**config.mk**
```make
export PLATFORM = sky130hd
export DESIGN_NAME = pakin_asm
export DESIGN_NICKNAME = d
export VERILOG_FILES = /design/src/rtl/pakin_asm.sv
export SDC_FILE = /design/constraint.sdc
export NUM_CORES = 1
export LEC_CHECK = 0
export BUFFER_PORTS_ARGS = -buffer_cell sky130_fd_sc_hd__buf_4
export CAP_MARGIN = 20
export CORE_MARGIN = 3
export CORE_UTILIZATION = 57
export DETAILED_ROUTE_END_ITERATION = 16
export PLACE_DENSITY = 0.82
export SLEW_MARGIN = 20
export SYNTH_ARGS = -nofsm -noshare
export SYNTH_HDL_FRONTEND = slang
export SYNTH_SLANG_ARGS = --single-unit
export TNS_END_PERCENT = 5
```
**constraint.sdc**
```tcl
create_clock -name src_clk -period 2.4 [get_ports src_clk]
set_input_delay 0 -clock src_clk [delete_from_list [all_inputs] [get_ports src_clk]]
set_output_delay 0 -clock src_clk [all_outputs]
set_load 0.03 [all_outputs]
```
**src/rtl/pakin_asm.sv**
```systemverilog
// Packet reassembler: rebuilds {src,dst,dat,red} from start-marked packets,
// checks redundancy and hands good messages downstream over four-phase req/ack.
module pakin_asm #(
    parameter int PSZ = 4,
    parameter int ASZ = 6,
    parameter int DSZ = 32,
    parameter int RSZ = 4
) (
    input  logic           src_clk,
    input  logic           reset,
    input  logic [PSZ:0]   i_pakio,
    input  logic           i_req,
    output logic           i_ack,
    output logic [ASZ-1:0] o_src,
    output logic [ASZ-1:0] o_dst,
    output logic [DSZ-1:0] o_dat,
    output logic [RSZ-1:0] o_red,
    output logic           o_req,
    input  logic           o_ack,
    output logic [7:0]     msg_cnt,
    output logic [7:0]     err_red_cnt,
    output logic [7:0]     err_sync_cnt
);

    localparam int MSZ     = 2*ASZ + DSZ + RSZ;
    localparam int TOT_PKS = (MSZ + PSZ - 1) / PSZ;
    localparam int BSZ     = TOT_PKS * PSZ;
    localparam int IW      = $clog2(TOT_PKS + 1);
    localparam int PW      = 2*ASZ + DSZ;
    localparam int NCH     = (PW + RSZ - 1) / RSZ;
    localparam logic [IW-1:0] LAST = IW'(TOT_PKS);

    typedef enum logic [2:0] {
        S_IDLE,
        S_COLLECT,
        S_CHECK,
        S_EMIT,
        S_RELEASE
    } state_t;

    // Redundancy: XOR fold of {src,dst,dat} into RSZ-bit chunks, zero-padded at the top.
    function automatic logic [RSZ-1:0] calc_redun(input logic [PW-1:0] v);
        logic [NCH*RSZ-1:0] p;
        logic [RSZ-1:0]     r;
        p         = '0;
        p[PW-1:0] = v;
        r         = '0;
        for (int j = 0; j < NCH; j++) begin
            r = r ^ p[j*RSZ +: RSZ];
        end
        return r;
    endfunction

    function automatic logic [7:0] sat_inc(input logic [7:0] c);
        return (c == 8'hFF) ? c : c + 8'd1;
    endfunction

    state_t         state_q, state_d;
    logic           req_s1_q, req_s_q;
    logic           ack_s1_q, ack_s_q;
    logic           iack_q, iack_d;
    logic           oreq_q, oreq_d;
    logic [ASZ-1:0] src_q, src_d;
    logic [ASZ-1:0] dst_q, dst_d;
    logic [DSZ-1:0] dat_q, dat_d;
    logic [RSZ-1:0] red_q, red_d;
    logic [7:0]     msg_cnt_q, msg_cnt_d;
    logic [7:0]     err_red_q, err_red_d;
    logic [7:0]     err_sync_q, err_sync_d;
    logic [IW-1:0]  idx_q, idx_d;
    logic [BSZ-1:0] buf_q, buf_d;

    logic           accept;
    logic           start;
    logic [PSZ-1:0] pay;
    logic [MSZ-1:0] msg;
    logic [ASZ-1:0] rx_src;
    logic [ASZ-1:0] rx_dst;
    logic [DSZ-1:0] rx_dat;
    logic [RSZ-1:0] rx_red;

    assign start  = i_pakio[PSZ];
    assign pay    = i_pakio[PSZ-1:0];
    assign msg    = buf_q[BSZ-1 -: MSZ];
    assign rx_src = msg[MSZ-1 -: ASZ];
    assign rx_dst = msg[MSZ-1-ASZ -: ASZ];
    assign rx_dat = msg[RSZ +: DSZ];
    assign rx_red = msg[RSZ-1:0];

    assign accept = req_s_q && !iack_q &&
                    (state_q == S_IDLE || state_q == S_COLLECT);

    always_comb begin
        state_d    = state_q;
        iack_d     = iack_q;
        oreq_d     = oreq_q;
        src_d      = src_q;
        dst_d      = dst_q;
        dat_d      = dat_q;
        red_d      = red_q;
        msg_cnt_d  = msg_cnt_q;
        err_red_d  = err_red_q;
        err_sync_d = err_sync_q;
        idx_d      = idx_q;
        buf_d      = buf_q;

        if (accept) begin
            iack_d = 1'b1;
        end else if (!req_s_q) begin
            iack_d = 1'b0;
        end

        unique case (state_q)
            S_IDLE, S_COLLECT: begin
                if (accept) begin
                    if (start) begin
                        // A start marker mid-message resyncs onto the new message.
                        if (state_q == S_COLLECT) begin
                            err_sync_d = sat_inc(err_sync_q);
                        end
                        buf_d   = {{(BSZ-PSZ){1'b0}}, pay};
                        idx_d   = IW'(1);
                        state_d = S_COLLECT;
                    end else if (state_q == S_IDLE) begin
                        err_sync_d = sat_inc(err_sync_q);
                    end else begin
                        buf_d = {buf_q[BSZ-PSZ-1:0], pay};
                        idx_d = idx_q + IW'(1);
                    end
                    if ((start || state_q == S_COLLECT) && idx_d == LAST) begin
                        state_d = S_CHECK;
                    end
                end
            end
            S_CHECK: begin
                idx_d = '0;
                if (rx_red == calc_redun({rx_src, rx_dst, rx_dat})) begin
                    src_d   = rx_src;
                    dst_d   = rx_dst;
                    dat_d   = rx_dat;
                    red_d   = rx_red;
                    oreq_d  = 1'b1;
                    state_d = S_EMIT;
                end else begin
                    err_red_d = sat_inc(err_red_q);
                    state_d   = S_IDLE;
                end
            end
            S_EMIT: begin
                if (ack_s_q) begin
                    oreq_d    = 1'b0;
                    msg_cnt_d = sat_inc(msg_cnt_q);
                    state_d   = S_RELEASE;
                end
            end
            S_RELEASE: begin
                if (!ack_s_q) begin
                    state_d = S_IDLE;
                end
            end
            default: state_d = S_IDLE;
        endcase
    end

    always_ff @(posedge src_clk) begin
        if (reset) begin
            state_q    <= S_IDLE;
            req_s1_q   <= 1'b0;
            req_s_q    <= 1'b0;
            ack_s1_q   <= 1'b0;
            ack_s_q    <= 1'b0;
            iack_q     <= 1'b0;
            oreq_q     <= 1'b0;
            src_q      <= '0;
            dst_q      <= '0;
            dat_q      <= '0;
            red_q      <= '0;
            msg_cnt_q  <= '0;
            err_red_q  <= '0;
            err_sync_q <= '0;
            idx_q      <= '0;
            buf_q      <= '0;
        end else begin
            state_q    <= state_d;
            req_s1_q   <= i_req;
            req_s_q    <= req_s1_q;
            ack_s1_q   <= o_ack;
            ack_s_q    <= ack_s1_q;
            iack_q     <= iack_d;
            oreq_q     <= oreq_d;
            src_q      <= src_d;
            dst_q      <= dst_d;
            dat_q      <= dat_d;
            red_q      <= red_d;
            msg_cnt_q  <= msg_cnt_d;
            err_red_q  <= err_red_d;
            err_sync_q <= err_sync_d;
            idx_q      <= idx_d;
            buf_q      <= buf_d;
        end
    end

    assign i_ack        = iack_q;
    assign o_req        = oreq_q;
    assign o_src        = src_q;
    assign o_dst        = dst_q;
    assign o_dat        = dat_q;
    assign o_red        = red_q;
    assign msg_cnt      = msg_cnt_q;
    assign err_red_cnt  = err_red_q;
    assign err_sync_cnt = err_sync_q;

endmodule
```
==> results.md, run 1 <==
* CTS Buf Count at 17
* Slew headroom at 62.5%
* Number of global-route vias before repair at 4611
* FP Rows at 35
* CP Max Fanout at 18
* TritonCTS clock tree: done
* Metal1 wirelength at 5680 um
* Pleak at 2.74 nW
* DR WL/cell at between 15 and 20 um
* Clock share of power at 51.6%
* Register share of total power at 44.3%
* Final instance area at 7250 um2
* Peak supply drop at 476 uV
* Final Worst Setup Slack at 0.0520 ns
* Met2 WL at 7110 um
* Post-synth cell types at 44
* Critical Path Source: buf_q[38]
* Max layer used: met4
* Root Driver: clkbuf_8
* Placed Area at between 6000 and 7000 um2
* CTS sink cnt at about 130
* Top-area cell type share of the netlist area at a little under half
* Cell internal pwr at approximately 4 mW
* # diodes at 0
* Hold Crit Class: in -> reg
* HP Start: i_pakio[4]
* Area of the die at 11300 um2
* FF+latch count, synth at 133
* Final setup vio count at 0
* DPL Wire Length at 8270 um
* Critical R2R Launch: buf_q[38]
* Pre-Repair DR Iteration Count at 6
* Detailed-route vias per instance at 5.76
* PortBufs at 82
* Status: complete, no violations
* Tmin final at about 2.3 ns
* Async set-or-reset flop fraction in the synthesized netlist at 0%
* DRC Markers at 0
* Power density over the cells at 694 nW/um2
* Register area share after synthesis at 46.4%
* First-pass GRT wire length at 22200 um
* Share of cells above drive strength 1 at 20.6%
* Initial antenna violation count at 0
* Synthesized instance count at around 620
* Startpoint Class: flip-flop
* Net Sw Power at 1.13 mW
* DR iter-0 viols at about 260
* Post-Syn Area at 5740 um2
* Synth area leaders: dfxtp_1, nand4b_1, xnor2_1, a22oi_1, nand2b_1
* Global route overflow at 0
* FILL cells at 629
* Final core occ at about three quarters
* Measured slew at the worst slew-check pin at around 0.56 ns
* Synthesized Nets at 629
* Max Cap Viol at 0
* Post-synth EDFFs at 0
* Setup Crit Path Kind: reg -> reg
* Synthesis-to-layout area growth at 26.3%
* Worst-Skew Late Latency at 0.52 ns
* Post-route ant nets at 0
* Final wirelength at 13600 um
* Die width at 106 um
* Yosys warns at 0
* Routability cong. at 0.813
* Arrival time at the worst endpoint at 2.74 ns
* Io pins at 83
* Routed via count at 4824
* Clock Skew at 0.0137 ns
* Crit path required time at 2.79 ns
* Largest net degree at the start of global routing at 80
* Switch share at 22.4%
* Layout Nets at 708
* Mapped Avg Cell Area at a little over 9 um2
* DIE HEIGHT at ~110 um
* H-tree depth at 4
* Max Fclk at 426 MHz
* Metal3 WL at 690 um
* Total GRT Usage at 24.1%
* Yosys top cell by area: dfxtp_1
* Slew Viols, Final at 0
* Clock Tree Buf Depth at 2
* Final Hold Viols at 0
* Starting density of the core at 60.4%
* Core area at around 9500 um2
* Clock Pin Slew Worst Setup and Hold Paths at approximately 0.06 ns
* Top FF cell, synth: dfxtp_1
* Combinational fraction of design power at 4.1%
* Final worst path period share at 97.8%
* Critical Path End Type: flip-flop
* Pre-CTS setup slack at 0.0506 ns
## cell usage after synthesis (8+ instances only)
| cell | n |
|---|---|
| xnor2_1 | 42 |
| o21ai_1 | 10 |
| nor2_1 | 69 |
| a21oi_1 | 15 |
| nand4_1 | 8 |
| o21ai_0 | 48 |
| dfxtp_1 | 133 |
| a22oi_1 | 47 |
| clkbuf_1 | 36 |
| nand4b_1 | 48 |
| nand2_1 | 15 |
| nand2b_1 | 49 |
| xor2_1 | 8 |
## cell type report
| type | instances | area (um2) | share of cell area [%] |
|---|---|---|---|
| multi-input combinational | 429 | 2900 | 40.0 |
| tap | 129 | 161 | 2.23 |
| timing repair buffer | 109 | 912 | 12.6 |
| sequential | 133 | 2670 | 36.8 |
| inverter | 5 | 18.8 | 0.259 |
| clock buffer | 18 | 418 | 5.77 |
| clock inverter | 14 | 175 | 2.42 |
## registers in the layout, indices dropped and copies added (netlist names), 3 cells and up
| name | count |
|---|---|
| o_dst | 6 |
| o_src | 6 |
| err_red_cnt | 8 |
| buf_q | 48 |
| idx_q | 4 |
| state_q | 3 |
| msg_cnt | 8 |
| err_sync_cnt | 8 |
| o_dat | 32 |
| o_red | 4 |
## stage by stage
stage | power [mW] | hold WS, ns | setup TNS, ns | std cells
global route | 5.17 | 0.0754 | -0.0926 | 837
CTS | 5.05 | 0.0107 | 0 | 835
finish | 5.03 | 0.0358 | 0 | 837
detailed placement | 2.46 | 0.222 | 0 | 794
global placement | 2.46 | 0.214 | 0 | 794
floorplan | 2.41 | 0.128 | 0 | 616
## final timing paths
| check | end | slack [ns] | cells past startpoint |
|---|---|---|---|
| setup / recovery | o_red[0] | 0.05 | 8 |
| hold reg to reg | ack_s_q | 0.45 | 1 |
| hold / removal | idx_q[0] | 0.04 | 5 |
| setup reg to reg | o_red[0] | 0.05 | 8 |
## logic make-up (layout without fill, tap and decap cells)
| logic type | count (synthesis) | after routing | synth area share [%] |
|---|---|---|---|
| and+or+nand+nor | 228 | 228 | 23.4 |
| xor gates and xnor gates | 54 | 54 | 9.20 |
| muxes | 7 | 7 | 1.22 |
| adders and majority gates | 4 | 4 | 0.872 |
| AOI/OAI and AO/OA | 136 | 136 | 14.8 |
| DFF | 133 | 133 | 46.4 |
| buffers and inverters | 54 | 146 | 4.08 |
## power by group through the flow
stage,Clock [mW],Combinational (mW),Sequential (mW)
2_1_floorplan,0,0.135,2.27
3_3_place_gp,0,0.182,2.28
3_5_place_dp,0,0.185,2.28
4_1_cts,2.62,0.198,2.23
5_1_grt,2.72,0.222,2.23
6_report,2.59,0.207,2.23
## critical path, stage by stage (launching register included)
cell and delay, ns:
dfxtp_1 0.41, xnor2_1 0.17, xnor2_1 0.18, xnor3_2 0.53
nor4_4 0.27, buf_4 0.19, and2_4 0.17, buf_6 0.19
o21ai_0 0.12
## what timing repair did
action	CTS	global route
gates resized for setup	0	12
hold buffers	9	0
hold endpoints to repair	35	0
endpoints found under the setup margin	0	51
setup buffers	0	1
## layout by cell type, fill, tap and decap left out, types with 2 or more instances in the layout
master         synthesis  layout
ha_1                   4       4
buf_12                 0       5
dfxtp_1              133     130
a21oi_1               15      15
nor2_1                69      68
nand3_1                4       4
nand4b_1              48      48
dfxtp_2                0       3
or3_1                  7       7
mux2i_1                7       7
inv_1                  5       5
o21ai_1               10      10
nor2b_1                7       7
nand4_1                8       8
a22oi_1               47      47
inv_6                  0       4
o21ai_0               48      47
and3_1                 3       3
bufinv_16              0       3
nand2b_1              49      49
nand2_1               15      15
or4_1                  5       5
nor3_1                 4       4
buf_4                  4      91
o21a_1                 2       2
xnor3_2                0       3
xnor2_1               42      41
buf_6                  1       3
xor2_1                 8       8
clkbuf_16              0      16
or2_2                  2       2
dlygate4sd3_1          0       9
o31ai_1                6       6
clkinvlp_4             0       6
## routing by layer
metal  up-vias  track usage, %
met3        17            4.92
met2       132            41.9
met1      2323            29.6
met5         -               0
li1       2352               -
met4         0            8.60
Note: power is estimated with default switching activity, not from simulation.
==> run 2, diff against run 1 <==
Settings changed: CORE_ASPECT_RATIO from default to 0.9.
==> results.md, run 2 (synthesized netlist as in run 1, its figures left out) <==
* Clock Skew at 0.00617 ns (was 0.0137 ns)
* DRC Markers at 0 (unchanged)
* Met3 Use GR at 7.77% (was 4.92%)
* Share of cells above drive strength 1 at 19.0% (was 20.6%)
* Largest net degree at the start of global routing at 77 (was 80)
* Worst-Skew Late Latency at 0.52 ns (about the same)
* GR Layer Usage met2 at 39.3% (was 41.9%)
* # diodes at 0 (unchanged)
* FP Rows at 34 (was 35)
* Combinational fraction of design power at 4.4% (was 4.1%)
* Max Cap Viol at 0 (unchanged)
* Pleak at 2.71 nW (was 2.74 nW)
* Crit path required time at 2.80 ns (was 2.79 ns)
* Synthesis-to-layout area growth at 24.9% (was 26.3%)
* Clock Tree Buf Depth at 2 (unchanged)
* Critical Path End Type: flip-flop (unchanged)
* PortBufs at 82 (unchanged)
* Layout Nets at 710 (was 708)
* First-pass GRT wire length at 21800 um (was 22200 um)
* Detailed-route vias per instance at 5.78 (was 5.76)
* Io pins at 83 (unchanged)
* Cell internal pwr at 3.73 mW (was 3.90 mW)
* Routability cong. at 0.791 (was 0.813)
* Hold Crit Class: in -> reg (unchanged)
* Clock Pin Slew Worst Setup and Hold Paths at 0.06 ns (about the same)
* Routed via count at 4823 (was 4824)
* Post-route ant nets at 0 (unchanged)
* Most Crowded Layer GR: met2 (unchanged)
* Final instance area at 7170 um2 (was 7250 um2)
* Tmin final at 2.31 ns (was 2.35 ns)
* H-tree depth at 4 (unchanged)
* M1 GR Usage at 29.5% (was 29.6%)
* Starting density of the core at 58.9% (was 60.4%)
* Number of flip-flops in the largest register at 48 (unchanged)
* Setup Crit Path Kind: reg -> reg (unchanged)
* Placed Area at 6510 um2 (about the same)
* Core area at 9740 um2 (was 9500 um2)
* Arrival time at the worst endpoint at 2.71 ns (was 2.74 ns)
* Measured slew at the worst slew-check pin at 0.660 ns (was 0.562 ns)
* DR WL/cell at 16.0 um (was 16.3 um)
* Pre-Repair DR Iteration Count at 5 (was 6)
* Initial antenna violation count at 0 (unchanged)
* Status: complete, no violations (unchanged)
* Clock share of power at 48.4% (was 51.6%)
* Area of the die at 11300 um2 (about the same)
* Root Driver: clkbuf_8 (unchanged)
* Net Sw Power at 1000 uW (was 1.13 mW)
* Final worst path period share at 96.1% (was 97.8%)
* Slew headroom at 56.0% (was 62.5%)
* DIE HEIGHT at 101 um (was 106 um)
* Setup TNS at 0 ns (unchanged)
* DR iter-0 viols at 359 (was 263)
* Total GRT Usage at 23.6% (was 24.1%)
* Power density over the cells at 659 nW/um2 (was 694 nW/um2)
* CP Max Fanout at 14 (was 18)
* Final setup vio count at 0 (unchanged)
* Slew Viols, Final at 0 (unchanged)
* Startpoint Class: flip-flop (unchanged)
* Max Fclk at 434 MHz (was 426 MHz)
* Final Hold Viols at 0 (unchanged)
* Final wirelength at 13400 um (was 13600 um)
* Largest register by flop count: buf_q (unchanged)
* Peak supply drop at 609 uV (was 476 uV)
* Most common cell after layout, fill and taps aside: dfxtp_1 (unchanged)
* TritonCTS clock tree: done (unchanged)
* RSZ-0062 raised after global routing: false
* Switch share at 21.2% (was 22.4%)
* Number of global-route vias before repair at 4554 (was 4611)
* DPL Wire Length at 8240 um (was 8270 um)
* CTS Buf Count at 17 (unchanged)
* Commonest non-fill, non-tap cells in the layout: dfxtp_1, buf_4, nor2_1 (unchanged)
* Global route overflow at 0 (unchanged)
* Register share of total power at 47.2% (was 44.3%)
* CTS sink cnt at 133 (unchanged)
* Die width at 112 um (was 106 um)
## run 2: changes by cell type in the layout (fill, tap and decap cells not counted), moves of 2 or more
| cell | previous run | this run |
|---|---|---|
| inv_6 | 4 | 0 |
| bufinv_16 | 3 | 1 |
| clkinvlp_4 | 6 | 0 |
| buf_6 | 3 | 0 |
| clkbuf_8 | 1 | 3 |
| clkinv_2 | 1 | 4 |
| buf_4 | 91 | 94 |
| dlygate4sd3_1 | 9 | 12 |
| clkbuf_1 | 1 | 7 |
## run 2: layout make-up
| class | count | area (um2) |
|---|---|---|
| flip-flops and latches | 133 | 2670 |
| multi-input cells | 429 | 2880 |
| clock buffers | 26 | 468 |
| clock inverters | 5 | 50.0 |
| fillers | 671 | 2580 |
| well taps | 126 | 158 |
| repair buffers | 111 | 926 |
| inverters | 5 | 18.8 |
## run 2: power groups by stage
stage	clock, mW	sequential (mW)	combinational, mW
2_1_floorplan	0	2.27	0.135
3_3_place_gp	0	2.28	0.183
3_5_place_dp	0	2.28	0.187
4_1_cts	2.32	2.23	0.202
5_1_grt	2.41	2.23	0.223
6_report	2.29	2.23	0.206
## run 2: stage by stage
stage / cells / util [%] / power, mW / hold slack [ns] / worst slack, ns
floorplan: 616 / - / 2.41 / 0.128 / 0.288
global placement: 791 / 66.8 / 2.46 / 0.219 / 0.153
detailed placement: 791 / 66.8 / 2.46 / 0.220 / 0.0347
CTS: 834 / 73.3 / 4.75 / 0.267 / 0.00802
global route: 835 / 73.6 / 4.87 / 0.286 / 0.00527
finish: 835 / 73.6 / 4.73 / 0.274 / 0.0943
## run 2: path summary, 6_finish.rpt
check	startpoint	endpoint	slack, ns	depth (start not counted)
worst min register to register	ack_s1_q	ack_s_q	0.43	1
worst max register to register	buf_q[27]	err_red_cnt[1]	0.09	7
worst max-delay path	buf_q[27]	err_red_cnt[1]	0.09	7
worst min-delay path	i_pakio[1]	buf_q[1]	0.27	4
## run 2: worst max-delay path, stage by stage, from the launching register on
cell     delay [ns]
dfxtp_1        0.42
xnor2_1        0.18
xnor2_1        0.14
xnor3_1        0.48
o41ai_2        0.45
buf_4          0.26
mux2i_1        0.19
nor2_1         0.05
## run 2: layer usage
layer	wire, um	vias up
met4	211	0
li1	-	2349
met1	5960	2335
met5	0	-
met3	742	19
met2	6480	120
## run 2: timing repair
action,4_1_cts,5_1_grt
hold endpoints to repair,27,0
resized for setup,0,5
hold buffers,12,0
setup endpoints to repair,0,51
buffers inserted,0,1
